===== src/rtl/hdmi_video_sequencer.sv =====
// Raster and pixel-fetch sequencer for the HDMI TMDS path.
// Requests lead the delayed sync/active outputs by LEAD cycles.
module hdmi_video_sequencer #(
  parameter int H_ACTIVE = 640,
  parameter int H_FRONT  = 16,
  parameter int H_SYNC   = 96,
  parameter int H_BACK   = 48,
  parameter int V_ACTIVE = 480,
  parameter int V_FRONT  = 10,
  parameter int V_SYNC   = 2,
  parameter int V_BACK   = 33,
  parameter bit HS_POL   = 1'b0,
  parameter bit VS_POL   = 1'b0,
  parameter int LEAD     = 2
) (
  input  logic        clk_pixel,
  input  logic        rst,
  input  logic        en,
  output logic        busy,
  output logic        req_valid,
  output logic [11:0] req_x,
  output logic [11:0] req_y,
  output logic        hsync,
  output logic        vsync,
  output logic        active,
  output logic        frame_start
);

  localparam int H_TOTAL = H_ACTIVE + H_FRONT + H_SYNC + H_BACK;
  localparam int V_TOTAL = V_ACTIVE + V_FRONT + V_SYNC + V_BACK;

  localparam logic [11:0] H_LAST = 12'(H_TOTAL - 1);
  localparam logic [11:0] V_LAST = 12'(V_TOTAL - 1);
  localparam logic [11:0] H_VIS  = 12'(H_ACTIVE);
  localparam logic [11:0] V_VIS  = 12'(V_ACTIVE);
  localparam logic [11:0] HS_BEG = 12'(H_ACTIVE + H_FRONT);
  localparam logic [11:0] HS_END = 12'(H_ACTIVE + H_FRONT + H_SYNC);
  localparam logic [11:0] VS_BEG = 12'(V_ACTIVE + V_FRONT);
  localparam logic [11:0] VS_END = 12'(V_ACTIVE + V_FRONT + V_SYNC);

  typedef enum logic [1:0] {
    IDLE,
    RUN,
    DRAIN
  } state_t;

  state_t      state;
  logic [11:0] h;
  logic [11:0] v;
  logic [11:0] h_nxt;
  logic [11:0] v_nxt;

  logic run;
  logic last;
  logic vis;
  logic hs;
  logic vs;
  logic fs;

  // Index LEAD of each pipe is the output stage.
  logic [LEAD:0] hs_p;
  logic [LEAD:0] vs_p;
  logic [LEAD:0] de_p;
  logic [LEAD:0] fs_p;

  assign run  = (state != IDLE);
  assign last = (h == H_LAST) && (v == V_LAST);
  assign vis  = run && (h < H_VIS) && (v < V_VIS);
  assign hs   = run && (h >= HS_BEG) && (h < HS_END);
  assign vs   = run && (v >= VS_BEG) && (v < VS_END);
  assign fs   = vis && (h == 12'd0) && (v == 12'd0);

  always_comb begin
    h_nxt = h + 12'd1;
    v_nxt = v;
    if (h == H_LAST) begin
      h_nxt = 12'd0;
      v_nxt = (v == V_LAST) ? 12'd0 : v + 12'd1;
    end
  end

  always_ff @(posedge clk_pixel or posedge rst) begin
    if (rst) begin
      state     <= IDLE;
      h         <= 12'd0;
      v         <= 12'd0;
      req_valid <= 1'b0;
      req_x     <= 12'd0;
      req_y     <= 12'd0;
      hs_p      <= {(LEAD + 1){~HS_POL}};
      vs_p      <= {(LEAD + 1){~VS_POL}};
      de_p      <= '0;
      fs_p      <= '0;
    end else begin
      req_valid <= vis;
      req_x     <= vis ? h : 12'd0;
      req_y     <= vis ? v : 12'd0;
      hs_p      <= {hs_p[LEAD-1:0], hs ? HS_POL : ~HS_POL};
      vs_p      <= {vs_p[LEAD-1:0], vs ? VS_POL : ~VS_POL};
      de_p      <= {de_p[LEAD-1:0], vis};
      fs_p      <= {fs_p[LEAD-1:0], fs};
      unique case (state)
        IDLE: begin
          h <= 12'd0;
          v <= 12'd0;
          if (en) state <= RUN;
        end
        RUN: begin
          h <= h_nxt;
          v <= v_nxt;
          if (!en) state <= last ? IDLE : DRAIN;
        end
        DRAIN: begin
          h <= h_nxt;
          v <= v_nxt;
          if (last) state <= IDLE;
        end
        default: state <= IDLE;
      endcase
    end
  end

  assign busy        = run;
  assign hsync       = hs_p[LEAD];
  assign vsync       = vs_p[LEAD];
  assign active      = de_p[LEAD];
  assign frame_start = fs_p[LEAD];

endmodule


===== config.mk =====
export PLATFORM = sky130hd
export DESIGN_NAME = hdmi_video_sequencer
export DESIGN_NICKNAME = d
export VERILOG_FILES = /design/src/rtl/hdmi_video_sequencer.sv
export SDC_FILE = /design/constraint.sdc
export NUM_CORES = 1
export LEC_CHECK = 0
export ABC_AREA = 1
export ABC_CLOCK_PERIOD_IN_PS = 2100
export BUFFER_PORTS_ARGS = -buffer_cell sky130_fd_sc_hd__buf_4
export CAP_MARGIN = 20
export CORE_ASPECT_RATIO = 2
export CORE_MARGIN = 10
export CORE_UTILIZATION = 35
export CTS_BUF_LIST = sky130_fd_sc_hd__clkbuf_8
export CTS_CLUSTER_DIAMETER = 120
export DETAILED_ROUTE_END_ITERATION = 12
export SYNTH_ARGS = -nofsm -noshare
export SYNTH_HDL_FRONTEND = slang
export SYNTH_SLANG_ARGS = --single-unit

===== constraint.sdc =====
create_clock -name clk_pixel -period 2.1 [get_ports clk_pixel]
set_input_delay 0.21 -clock clk_pixel [delete_from_list [all_inputs] [get_ports clk_pixel]]
set_output_delay 0.21 -clock clk_pixel [all_outputs]
set_load 0.05 [all_outputs]

==> summary.txt <==
Run status
  – Status: complete, no violations

Detailed routing
  – Average wire per standard cell: ~14 um
  – Remaining routing DRC violations: 0
  – Post-Route WL: approximately 6.4 mm
  – TritonRoute pass-1 iters: 4
  – Via count: 2124
  – Via-to-Cell Ratio: between 4 and 5
  – Final ANT Viol Nets: 0
  – Iteration-0 DRC Markers: 125

Placed design
  – Post-DP HPWL: 4.866 mm
  – Port Buffers: 32
  – Placer Congestion: roughly 0.9
  – Area after DPL: between 3000 and 4000 um^2

Floorplanning
  – Row count: 46
  – Core area: roughly 7900 um^2
  – Die Y: 147.1 um
  – Die W: ~84 um
  – Starting density of the core: 35.85%
  – Io pins: 33
  – Die area: about 12000 um^2

Yosys
  – Synth area leader: dfrtp_1
  – Count of cell types in the netlist: 25
  – Synth warn: 0
  – Syn avg cell area: 9.118 um^2
  – Mapped Cells: 310
  – Share of the synthesized area in the top cell type: between 40% and 50%
  – FF+latch count, synth: 62
  – Cell Area, Synth: approximately 2800 um^2
  – Main area contributors after synthesis: dfrtp_1 50%, nor2_1 7.6%, nand2_1 5.8%, dfstp_2 5.6%, nand3_1 5.5%
  – Seq/Total Area, Yosys: 55.16%

Power and ir drop
  – Pwr per Cell Area: roughly 1000 nW/um^2
  – Int Power: 2.148 mW
  – Sequential power share: around two fifths
  – VDD IR-drop max: just over 0.0003 V
  – Logic pwr share: between 20% and 30%
  – Switching share of power: a little under two fifths
  – Clk pwr share: between 30 and 40%
  – P_sw: 1.259 mW
  – Leakage power: between 1.5 and 2 nW

Setup path
  – Critical Path Stages: 7
  – CP Capture Type: flop
  – Slowest stage cell, crit path: dfrtp_1
  – Arr. time, crit path: 2.03 ns
  – Cells on worst reg2reg path: 7
  – Crit path cell chain: inv_1 -> ha_1 -> inv_1 -> nand3_1 -> nor2_1 -> nand3_2 -> nor2_1
  – Sum of buffers and inverters on the critical path: 2
  – Setup CP Type: reg -> reg
  – Worst-path maximum fanout: 21
  – CP required: ~2.4 ns
  – Startpoint Class: flop
  – CP max stage delay: slightly below 0.4 ns
  – Critical path's top delay family: simple AND/OR/NAND/NOR gates

CTS
  – Clock Root Buffer: clkbuf_8
  – CTS tree: done
  – Clock latency at the later pin of the worst-skew pair: approximately 0.36 ns
  – Postcts setup bufs: 0
  – Sink Count: 62
  – CTS max path bufs: 2
  – Num CTS Buffers: 9
  – H-tree depth: 3
  – Clock transition at path regs: roughly 0.060 ns

Timing
  – Final Max Slew Viols: 0
  – Minimum clock period: ~1.8 ns
  – Sum Neg Setup Slack: 0 ns
  – Final Cycle Share: 83.62%
  – Achievable frequency: around 570 MHz
  – Hold Slack: between 0.2 and 0.25 ns
  – Unrepaired setup endpoints after global routing: false
  – Setup violators final: 0
  – Hold Fails Final Rpt: 0
  – Final Skew: roughly 0.016 ns

Job
  – Total of max-cap violations: 0

Finish
  – Layout fillers: 779
  – Share of cells above drive strength 1: about a fifth
  – Ant diodes: 0
  – Final core utilization: 42.99%
  – Layout net count: approximately 370
  – Synth-to-Final Area Change: 19.92%
  – Post-route cell area: roughly 3400 um^2

Hold path
  – Hold Path Class: in -> reg
  – Hold path depth: 4

GRT
  – Global-route wire length before repair: ~11 mm
  – Largest net degree at the start of global routing: 63
  – Initial antenna violation count: 0
  – GR Overflow Total: 0
  – Vias in the first global route: 2269
  – Total Routing Usage GR: between 10 and 15%
-- layer usage --
metal  vias up  routed length (um)  share of wire, %  track usage, %
met2        43                3677                58           20.54
met1      1006                2190                34           9.591
met4         0                 245               3.8           7.912
met3        16                 260               4.1           3.378
met5         -                   0                 0               0
li1       1059                   -                 -               -
-- synth_stat cells --
library cell,count
nor2_1,57
dfrtp_1,56
nand2_1,44
inv_1,37
nand3_1,31
xor2_1,16
nor3_1,9
ha_1,8
nand4_1,8
dfstp_2,6
o21ai_1,6
o21ai_0,5
a21oi_1,4
inv_2,3
nand3_2,3
nor2_2,3
buf_2,2
buf_6,2
nand2_2,2
nor2_4,2
nor3_2,2
a21oi_4,1
clkbuf_2,1
conb_1,1
nand2_4,1
-- cells in the final DEF (no fill, tap or decap), drive strengths merged --
master       synthesis  routed
buf                  4      33
dfrtp               56      56
conb                 1       5
dlygate4sd3          0       1
nand2               47      47
clkinv               0       1
xor2                16      16
o21ai               11      11
nand4                8       8
ha                   8       8
nor3                11      11
a21oi                5       5
nand3               34      34
bufinv               0       1
clkbuf               1      10
inv                 40      43
dfstp                6       6
clkinvlp             0       1
nor2                62      62
-- layout make-up --
cell class | count | area, um^2 | area share, %
sequential | 62 | 1559 | 45.99
multi-input combinational | 207 | 1095 | 32.30
timing repair buffer | 34 | 270.3 | 7.973
inverter | 40 | 150.1 | 4.430
clock buffer | 10 | 137.6 | 4.061
tap | 96 | 120.1 | 3.544
clock inverter | 6 | 57.56 | 1.698
-- kinds of logic (layout without fill, tap and decap cells) --
kind of cell | Yosys count | after routing | synth area share (%)
AND/OR/NAND/NOR | 162 | 162 | 26.34
flip-flops | 62 | 62 | 55.16
buffers and inverters | 45 | 90 | 6.640
AO/OA/AOI/OAI | 16 | 16 | 3.232
XOR/XNOR | 16 | 16 | 4.958
adder cells (fa/ha/maj) | 8 | 8 | 3.542
other | 1 | 5 | 0.1327
-- power by group through the flow --
stage / combinational (mW) / clock [mW] / sequential, mW
final: 0.993 / 1.04 / 1.38
after global routing: 1.10 / 1.11 / 1.39
after CTS: 1.01 / 1.06 / 1.38
after detailed placement: 1.00 / 0 / 1.40
after global placement: 0.982 / 0 / 1.39
after floorplan: 0.603 / 0 / 1.56
-- sequential cells by signal (all words and copies together) (netlist names) --
register,flops
hs_p,3
h,12
vs_p,3
de_p,3
fs_p,3
req_y,12
v,12
req_x,12
state,2
-- worst reg2reg max path, cell delays in order (launching register included) --
cell     delay, ns
dfrtp_1       0.39
inv_1         0.08
ha_1          0.22
inv_1         0.15
nand3_1       0.13
nor2_1        0.13
nand3_2       0.36
nor2_1        0.22
-- through the flow --
step                      worst slack [ns]  power [mW]  instances
after floorplan                     0.3585       2.167        314
after global placement              0.4035       2.374        438
after detailed placement            0.3338       2.403        438
after CTS                           0.3243       3.443        455
after global routing                0.1142       3.603        455
final                               0.3439       3.407        455
-- worst paths after layout --
path                       slack, ns       end     start
max                             0.34  req_x[0]  state[0]
min                             0.23  state[1]        en
max reg2reg                     0.34  req_x[0]  state[0]
min reg2reg                     0.36   hs_p[2]   hs_p[1]
max in group asynchronous       1.32   vs_p[1]       rst
min in group asynchronous       0.47  req_x[8]       rst
-- repair_timing --
action | in CTS | in global routing
hold endpoints to repair | 56 | 0
hold buffers | 1 | 0
resized for setup | 0 | 0
No activity file was read; power rests on OpenSTA's default activity.
